$ cat src/rtl/uart_pkg.sv
// Shared types and helpers for the configurable UART transmitter.
package uart_pkg;
  typedef enum logic [2:0] {
    PAR_NONE  = 3'd0,
    PAR_ODD   = 3'd1,
    PAR_EVEN  = 3'd2,
    PAR_MARK  = 3'd3,
    PAR_SPACE = 3'd4
  } par_mode_e;

  typedef enum logic [2:0] {IDLE, START, DATA, PARITY, STOP1, STOP2} tx_state_e;

  localparam int   MIN_DBITS = 5;
  localparam logic LINE_IDLE = 1'b1;

  function automatic logic [3:0] clamp_dbits(input logic [3:0] d, input logic [3:0] max_d);
    logic [3:0] r;
    r = d;
    if (d < 4'(MIN_DBITS)) r = 4'(MIN_DBITS);
    else if (d > max_d)    r = max_d;
    return r;
  endfunction

  // Reserved encodings fall back to no parity.
  function automatic par_mode_e decode_par(input logic [2:0] p);
    return (p > 3'd4) ? PAR_NONE : par_mode_e'(p);
  endfunction
endpackage

$ cat src/rtl/uart_baud_gen.sv
// Bit-period down-counter; bit_end marks the last clk cycle of each bit.
module uart_baud_gen #(
  parameter int DIV_W = 16
) (
  input  logic             clk,
  input  logic             rst,
  input  logic             restart,
  input  logic [DIV_W-1:0] div,
  output logic             bit_end
);
  logic [DIV_W-1:0] cnt_q, cnt_d;

  assign bit_end = (cnt_q == '0);

  always_comb begin
    cnt_d = cnt_q - 1'b1;
    if (restart || bit_end) cnt_d = div;
  end

  always_ff @(posedge clk or negedge rst) begin
    if (!rst) cnt_q <= '0;
    else      cnt_q <= cnt_d;
  end
endmodule

$ cat src/rtl/uart_tx_cfg.sv
// Configurable UART transmitter: runtime data length, parity mode and stop bits,
// valid/ready input with gap-free back-to-back frames.
module uart_tx_cfg
  import uart_pkg::*;
#(
  parameter int DATA_W = 8,
  parameter int DIV_W  = 16
) (
  input  logic              clk,
  input  logic              rst,
  input  logic [DIV_W-1:0]  cfg_div,
  input  logic [3:0]        cfg_dbits,
  input  logic [2:0]        cfg_par,
  input  logic              cfg_stop,
  input  logic [DATA_W-1:0] tx_data,
  input  logic              tx_valid,
  output logic              tx_ready,
  output logic              dout,
  output logic              busy,
  output logic              frame_done
);
  tx_state_e         state_q, state_d;
  logic [DATA_W-1:0] shreg_q, shreg_d;
  logic [3:0]        bitcnt_q, bitcnt_d, dbits_q, dbits_d;
  par_mode_e         par_q, par_d;
  logic              par_bit_q, par_bit_d, stop2_q, stop2_d;
  logic [DIV_W-1:0]  div_q, div_d;
  logic              rdy_q;
  logic              bit_end, last_stop, accept;
  logic [3:0]        dbits_in;
  par_mode_e         par_in;
  logic [DATA_W-1:0] mask;
  logic              data_x;

  assign last_stop  = bit_end && ((state_q == STOP1 && !stop2_q) || state_q == STOP2);
  assign tx_ready   = rdy_q && (state_q == IDLE || last_stop);
  assign accept     = tx_valid && tx_ready;
  assign busy       = (state_q != IDLE);
  assign frame_done = last_stop;

  // The new word's divider is loaded on the accept cycle itself.
  uart_baud_gen #(.DIV_W(DIV_W)) u_baud (
    .clk     (clk),
    .rst     (rst),
    .restart (accept),
    .div     (accept ? cfg_div : div_q),
    .bit_end (bit_end)
  );

  // Parity is fixed at accept time over the bits that will actually be sent.
  always_comb begin
    dbits_in = clamp_dbits(cfg_dbits, 4'(DATA_W));
    par_in   = decode_par(cfg_par);
    mask     = '0;
    for (int i = 0; i < DATA_W; i++) mask[i] = (i < int'(dbits_in));
    data_x   = ^(tx_data & mask);
  end

  always_comb begin
    dout = LINE_IDLE;
    case (state_q)
      START:   dout = 1'b0;
      DATA:    dout = shreg_q[0];
      PARITY:  dout = par_bit_q;
      default: dout = LINE_IDLE;
    endcase
  end

  always_comb begin
    state_d   = state_q;
    shreg_d   = shreg_q;
    bitcnt_d  = bitcnt_q;
    dbits_d   = dbits_q;
    par_d     = par_q;
    par_bit_d = par_bit_q;
    stop2_d   = stop2_q;
    div_d     = div_q;
    case (state_q)
      START: if (bit_end) begin
        state_d  = DATA;
        bitcnt_d = '0;
      end
      DATA: if (bit_end) begin
        shreg_d  = shreg_q >> 1;
        bitcnt_d = bitcnt_q + 4'd1;
        if (bitcnt_q == dbits_q - 4'd1) state_d = (par_q == PAR_NONE) ? STOP1 : PARITY;
      end
      PARITY: if (bit_end) state_d = STOP1;
      STOP1:  if (bit_end) state_d = stop2_q ? STOP2 : IDLE;
      STOP2:  if (bit_end) state_d = IDLE;
      default: ;
    endcase
    if (accept) begin
      state_d  = START;
      shreg_d  = tx_data;
      dbits_d  = dbits_in;
      par_d    = par_in;
      stop2_d  = cfg_stop;
      div_d    = cfg_div;
      case (par_in)
        PAR_ODD:  par_bit_d = ~data_x;
        PAR_EVEN: par_bit_d = data_x;
        PAR_MARK: par_bit_d = 1'b1;
        default:  par_bit_d = 1'b0;
      endcase
    end
  end

  always_ff @(posedge clk or negedge rst) begin
    if (!rst) begin
      state_q   <= IDLE;
      shreg_q   <= '0;
      bitcnt_q  <= '0;
      dbits_q   <= '0;
      par_q     <= PAR_NONE;
      par_bit_q <= 1'b0;
      stop2_q   <= 1'b0;
      div_q     <= '0;
      rdy_q     <= 1'b0;
    end else begin
      state_q   <= state_d;
      shreg_q   <= shreg_d;
      bitcnt_q  <= bitcnt_d;
      dbits_q   <= dbits_d;
      par_q     <= par_d;
      par_bit_q <= par_bit_d;
      stop2_q   <= stop2_d;
      div_q     <= div_d;
      rdy_q     <= 1'b1;
    end
  end
endmodule

$ cat config.mk
export PLATFORM = sky130hd
export DESIGN_NAME = uart_tx_cfg
export DESIGN_NICKNAME = d
export VERILOG_FILES = /design/src/rtl/uart_pkg.sv /design/src/rtl/uart_baud_gen.sv /design/src/rtl/uart_tx_cfg.sv
export SDC_FILE = /design/constraint.sdc
export NUM_CORES = 1
export LEC_CHECK = 0
export ABC_AREA = 1
export BUFFER_PORTS_ARGS = -buffer_cell sky130_fd_sc_hd__buf_2
export CORE_MARGIN = 5
export CORE_UTILIZATION = 36
export CTS_BUF_LIST = sky130_fd_sc_hd__clkbuf_4 sky130_fd_sc_hd__clkbuf_8
export CTS_CLUSTER_DIAMETER = 150
export CTS_CLUSTER_SIZE = 25
export DETAILED_ROUTE_END_ITERATION = 12
export GPL_TIMING_DRIVEN = 0
export HOLD_SLACK_MARGIN = 0.03
export MAX_ROUTING_LAYER = met4
export SKIP_CTS_REPAIR_TIMING = 1
export SLEW_MARGIN = 20
export SYNTH_ARGS = -nofsm -noshare
export SYNTH_HDL_FRONTEND = slang
export SYNTH_SLANG_ARGS = --single-unit
$ cat constraint.sdc
create_clock -name clk -period 1.7 [get_ports clk]
set_input_delay 0.255 -clock clk [delete_from_list [all_inputs] [get_ports clk]]
set_output_delay 0.255 -clock clk [all_outputs]
set_load 0.02 [all_outputs]
==> results.json, run 1 <==
{
  "yosys.area.top_type": "dfrtp_1",
  "cap_violations": 0,
  "vdd_ir_drop_max_mv": 0.290,
  "io_pins": 39,
  "cts_htree_levels": 3,
  "violations": "setup timing",
  "tritoncts.num_buffers": 9,
  "first_iter_violations": 111,
  "grt_pass1_vias": 2877,
  "worstPathRequired_ps": 1440,
  "drv_slew": 0,
  "drc": 0,
  "setup_ws_ps": -403,
  "endpoint_kind": "output port",
  "power_density_nw_per_um2": 609,
  "hp-class": "in -> reg",
  "netlist.area_leader.share_pct": 42.0,
  "cp_max_fo": 7,
  "die_area_sq_um": 11500,
  "finalHoldViolCount": 0,
  "synth_area_leaders": "dfrtp_1 42%, nand2_1 15%, inv_1 8.2%",
  "rsz0062_at_grt": "true",
  "synth-edff-count": 0,
  "finalClockSkew_ps": 7.26,
  "crit_path_start_kind": "register",
  "drive_above_1_share_pct": 21.7,
  "vias": 3083,
  "outcome": "finished with violations",
  "initial_utilization_pct": 36.8,
  "synth-async-reset-ratio_pct": 100,
  "cts_tree": "yes",
  "synth_area_sq_um": 3400,
  "hpwl_mm": 5.52,
  "core_sq_um": 9240,
  "numPlacedInstances": 633,
  "stdcell_count": 673,
  "layout.nets": 582,
  "wl_mm": 7.69,
  "place.gp.congestion": 0.851,
  "cts.path.max_buffers": 2,
  "viasPerCell": 4.58,
  "grt_max_degree": 58,
  "place_ws_ps": -421,
  "ant_nets": 0,
  "grt_pass1_wl_mm": 12.8,
  "yosys_warnings": 0,
  "rows": 35,
  "period_share_pct": 124,
  "die_h_microns": 107,
  "overflow": 0,
  "critPathKind": "reg -> out",
  "syn2layout_area_growth_pct": 24.6,
  "avgSynthCellArea_sq_um": 7.27,
  "clkTransAtPathRegs_ps": 60,
  "ys_types": 33,
  "whs_ps": 121,
  "finalSetupViolCount": 55,
  "worstMarginPinSlew_ps": 720,
  "insertion_delay_ps": 340,
  "io_buffers": 37,
  "clkSinkCount": 57,
  "dominantRegCellSynth": "dfrtp_1",
  "slew_headroom_pct": 52.0,
  "leakage_nw": 2.21,
  "yosysSeqAreaShare_pct": 42.0,
  "die_w_microns": 107,
  "antennaDiodeCount": 0,
  "syn_nets": 507,
  "cts-root-buf": "clkbuf_8",
  "dr.pass1.iters": 4,
  "max_freq_mhz": 476,
  "grt_antenna_before_repair": 0,
  "grtUsageTotal_pct": 14.3,
  "syn-instance-count": 467,
  "ys_ff_latch": 57,
  "period_needed_ps": 2100,
  "wl_per_cell_microns": 11.4,
  "arrival_ps": 1850
}
## logic make-up (layout without fill, tap and decap cells)
family                     count (synthesis)  count (layout)  share of synthesized area, %
other                                      1               1                         0.110
DFF                                       57              57                          42.0
adders and majority gates                  5               5                          1.84
and+or+nand+nor                          269             269                          36.6
AOI/OAI and AO/OA                         29              29                          4.75
xor gates and xnor gates                  17              17                          4.38
buffers and inverters                     89             166                          10.3
## per-layer routing
| metal | vias up | track usage [%] | wire, microns |
|---|---|---|---|
| li1 | 1608 | - | - |
| met2 | 42 | 21.7 | 3560 |
| met1 | 1418 | 18.5 | 3800 |
| met4 | 0 | 6.03 | 145 |
| met3 | 15 | 3.01 | 187 |
| met5 | - | - | 0 |
## power breakdown
| part | switching, mW | leakage (nW) | internal, mW |
|---|---|---|---|
| Combinational | 0.101 | 1.52 | 0.0541 |
| Clock | 0.489 | 0.0850 | 0.574 |
| Sequential | 0.000228 | 0.605 | 1.36 |
| Total | 0.591 | 2.21 | 1.99 |
## final cells by class
type	count	area (sq um)
Timing Repair Buffer	64	402
Fill cell	932	5010
Tap cell	129	161
Clock buffer	12	153
Inverter	78	299
Sequential cell	57	1430
Clock inverter	1	5.00
Buffer	11	90.1
Multi-Input combinational cell	321	1690
## path summary, 6_finish.rpt
kind	endpoint	slack [ps]	startpoint	cells after the start
max	tx_ready	-400	u_baud.cnt_q[5]	9
min	stop2_q	120	cfg_stop	3
max reg2reg	u_baud.cnt_q[11]	-390	u_baud.cnt_q[5]	12
min reg2reg	par_q[1]	490	par_q[1]	2
max in group asynchronous	state_q[0]	650	rst	2
min in group asynchronous	div_q[7]	540	rst	2
## synthesized netlist by cell type (2+ instances only)
master    number
a21oi_1        6
and2_1        17
buf_2          4
clkbuf_1       4
dfrtp_1       57
ha_1           5
inv_1         74
inv_2          3
nand2_1      136
nand2_2        2
nand3_1       41
nand4_1       20
nor2_1        35
nor2_2         2
nor2_4         2
nor3_1         6
o21ai_0       20
or2_2          3
xnor2_1        4
xor2_1        13
## worst max-delay path: stages, from the launching register on
cell     delay, ps
dfrtp_1        420
nor2_2         150
nand3_2        120
nor2_4         120
nand2_4         70
o21ai_4        240
buf_6          160
nand2_2         40
inv_2           60
buf_6          100
## registers in the layout (all words and copies together), names as in the netlist
register,cells
shreg_q,8
u_baud.cnt_q,16
par_bit_q,1
bitcnt_q,4
par_q,3
dbits_q,4
div_q,16
stop2_q,1
rdy_q,1
state_q,3
## cells in the final DEF (no fill, tap or decap), types with 2 or more instances in the layout
master,count
a21oi_1,5
and2_1,17
buf_2,34
buf_4,29
buf_6,5
clkbuf_1,3
clkbuf_4,3
clkbuf_8,10
dfrtp_1,54
dfrtp_2,3
ha_1,4
inv_1,70
inv_2,6
nand2_1,135
nand2_4,2
nand3_1,40
nand3_2,2
nand4_1,20
nor2_1,30
nor2_2,5
nor2_4,4
nor3_1,6
o21ai_0,18
o21ai_1,2
or2_2,3
xnor2_1,4
xor2_1,13
## per-stage QoR
stage	setup TNS [ps]	area (sq um)	util, %	total power [mW]
3_5_place_dp	-17810	3770	40.8	1.54
6_report	-16620	4230	45.8	2.58
3_3_place_gp	-16030	3770	40.8	1.53
5_1_grt	-23130	4230	45.8	2.69
4_1_cts	-19720	3930	42.5	2.60
2_1_floorplan	-511	3420	-	1.45
(Power assumes the default switching activity.)
==> inputs of run 2 (changes only) <==
ABC_AREA = not set   (was 1)
==> results.json, run 2 <==
{
  "final_cell_mix": "56 x dfrtp_1, 48 x nand2_1, 36 x buf_2",
  "vias": 2852,
  "ys_types": 46,
  "seqCellArea_sq_um": 1430,
  "vdd_ir_drop_max_mv": 0.470,
  "synth.most_common_cell": "nand2_1",
  "synth_area_leaders": "dfrtp_1 47%, nand2_1 10%, o21ai_0 5.6%",
  "synth_area_sq_um": 3030,
  "drv_slew": 0,
  "cp_slowest_cell": "or4_4",
  "dominantRegCellSynth": "dfrtp_1",
  "violations": "hold timing, setup timing",
  "place.gp.congestion": 0.831,
  "initial_utilization_pct": 36.9,
  "endpoint_kind": "output port",
  "period_share_pct": 180,
  "whs_ps": -22.3,
  "synth-edff-count": 0,
  "die_w_microns": 102,
  "overflow": 0,
  "period_needed_ps": 3070,
  "io_buffers": 38,
  "postPlaceCellArea_sq_um": 3460,
  "tritoncts.num_buffers": 9,
  "finalHoldViolCount": 57,
  "crit_buf_inv": 3,
  "grtUsageTotal_pct": 15.8,
  "r2r-end": "div_q[5]",
  "hpwl_mm": 5.14,
  "clkSinkCount": 57,
  "core_sq_um": 8220,
  "ant_nets": 0,
  "synth-async-reset-ratio_pct": 100,
  "finalClockSkew_ps": 6.98,
  "max_freq_mhz": 326,
  "critPathKind": "reg -> out",
  "rsz0062_at_grt": "true",
  "layout.nets": 467,
  "netlist.area_leader.share_pct": 47.0,
  "leakage_nw": 2.18,
  "first_iter_violations": 184,
  "grt_max_degree": 58,
  "hp-class": "in -> async",
  "worstPathRequired_ps": 1440,
  "place_ws_ps": -1620,
  "rows": 33,
  "setup_tns_ps": -69450,
  "worstReg2RegStart": "u_baud.cnt_q[6]",
  "antennaDiodeCount": 0,
  "drc": 0,
  "viasPerCell": 5.31,
  "finalSetupViolCount": 60,
  "crit_path_cell_trace": "or4_4 -> or4_4 -> or3_4 -> buf_8 -> buf_12 -> nor4_4 -> buf_4",
  "multi_input_area_sq_um": 1890,
  "syn_nets": 381,
  "layout_commonest_cell": "dfrtp_1",
  "power.total_mw": 2.79,
  "arrival_ps": 2810,
  "dr.pass1.iters": 4,
  "cpMostUsedCell": "or4_4",
  "grt_pass1_vias": 2528,
  "stdcell_count": 537,
  "insertion_delay_ps": 340,
  "final.fill_count": 682,
  "synth_common_cells": "82 x nand2_1, 57 x dfrtp_1, 34 x o21ai_0, 17 x nor2_1, 14 x xnor2_1",
  "reg2reg_slack_ps": -1330,
  "io_pins": 39,
  "worstMarginPinSlew_ps": 721,
  "cts-root-buf": "clkbuf_8",
  "reg_top3": "div_q x16, u_baud.cnt_q x16, shreg_q x8",
  "yosys.area.top_type": "dfrtp_1",
  "clkTransAtPathRegs_ps": 60,
  "cp_max_fo": 6,
  "crit_family": "simple AND/OR/NAND/NOR gates",
  "cts.path.max_buffers": 2,
  "syn2layout_area_growth_pct": 52.4,
  "grt_antenna_before_repair": 0,
  "syn-instance-count": 341,
  "drive_above_1_share_pct": 44.0,
  "slew_headroom_pct": 51.9,
  "power_density_nw_per_um2": 605,
  "wl_mm": 8.95,
  "yosysSeqAreaShare_pct": 47.0,
  "cap_violations": 0,
  "cts_tree": "yes",
  "r2r_cells": 9,
  "critical-path-max-stage-delay_ps": 580,
  "ys_ff_latch": 57,
  "wl_per_cell_microns": 16.7,
  "cts_htree_levels": 3,
  "yosys_warnings": 0,
  "die_h_microns": 102,
  "grt_pass1_wl_mm": 12.3,
  "design_area_sq_um": 4620,
  "crit_path_start_kind": "register",
  "numPlacedInstances": 484,
  "setup_ws_ps": -1370,
  "die_area_sq_um": 10400,
  "outcome": "finished with violations",
  "avgSynthCellArea_sq_um": 8.89
}
## run 2: cell count changes in the layout (fill, tap and decap cells not counted), moves of 10 or more
| cell | before | now |
|---|---|---|
| xnor2_1 | 4 | 14 |
| and2_1 | 17 | 0 |
| buf_6 | 5 | 17 |
| nand2_2 | 1 | 19 |
| nor2_1 | 30 | 13 |
| nand3_1 | 40 | 2 |
| inv_1 | 70 | 9 |
| nand4_1 | 20 | 0 |
| nand2_1 | 135 | 48 |
| o21ai_2 | 0 | 10 |
| nand2_4 | 2 | 15 |
| o21ai_1 | 2 | 12 |
## run 2: final cells by class
| cell class | instances | area share [%] |
|---|---|---|
| Sequential cell | 57 | 30.9 |
| Tap cell | 105 | 2.84 |
| Buffer | 19 | 5.66 |
| Inverter | 12 | 1.11 |
| Multi-Input combinational cell | 252 | 40.9 |
| Timing Repair Buffer | 76 | 14.2 |
| Clock buffer | 13 | 3.47 |
| Clock inverter | 3 | 0.867 |
## run 2: worst max path at each step
stage          depth (start not counted)            start          endpoint  slack (ps)
2_1_floorplan                          9  u_baud.cnt_q[2]        dbits_q[0]       -1160
3_3_place_gp                           7  u_baud.cnt_q[6]   u_baud.cnt_q[9]       -1610
3_5_place_dp                           8  u_baud.cnt_q[2]   u_baud.cnt_q[8]       -1620
4_1_cts                                8  u_baud.cnt_q[7]  u_baud.cnt_q[13]       -1640
5_1_grt                                7  u_baud.cnt_q[6]        frame_done       -1440
6_report                               7  u_baud.cnt_q[6]        frame_done       -1370
## run 2: logic make-up after synthesis
logic type	Yosys count	share of synthesized area [%]
AND/OR/NAND/NOR	141	21.4
AO/OA/AOI/OAI	73	15.0
flip-flops	57	47.0
buffers and inverters	32	4.33
other	1	0.124
adder cells (fa/ha/maj)	5	2.06
XOR/XNOR	23	7.10
multiplexers	9	3.01
## run 2: layer usage
layer / global-route usage [%] / up-vias / part of all wire, % / routed length [microns]
li1: - / 1357 / - / -
met3: 3.31 / 10 / 5.3 / 474
met5: - / - / 0 / 0
met4: 6.34 / 0 / 1.2 / 105
met2: 22.8 / 72 / 49 / 4390
met1: 21.7 / 1413 / 45 / 3990
## run 2: report_power, final
part | leakage [nW] | switching, mW | total [mW] | internal [mW]
registers | 0.691 | 0.000504 | 1.36 | 1.36
logic | 1.38 | 0.0795 | 0.135 | 0.0555
clock network | 0.108 | 0.540 | 1.30 | 0.762
total | 2.18 | 0.620 | 2.79 | 2.17
## run 2: through the flow
step | utilization (%) | hold slack [ps]
after CTS | 44.5 | 5.82
after global routing | 56.2 | 30.1
after detailed placement | 42.1 | 363
after global placement | 42.1 | 452
after floorplan | - | -40.6
final | 56.2 | -22.3
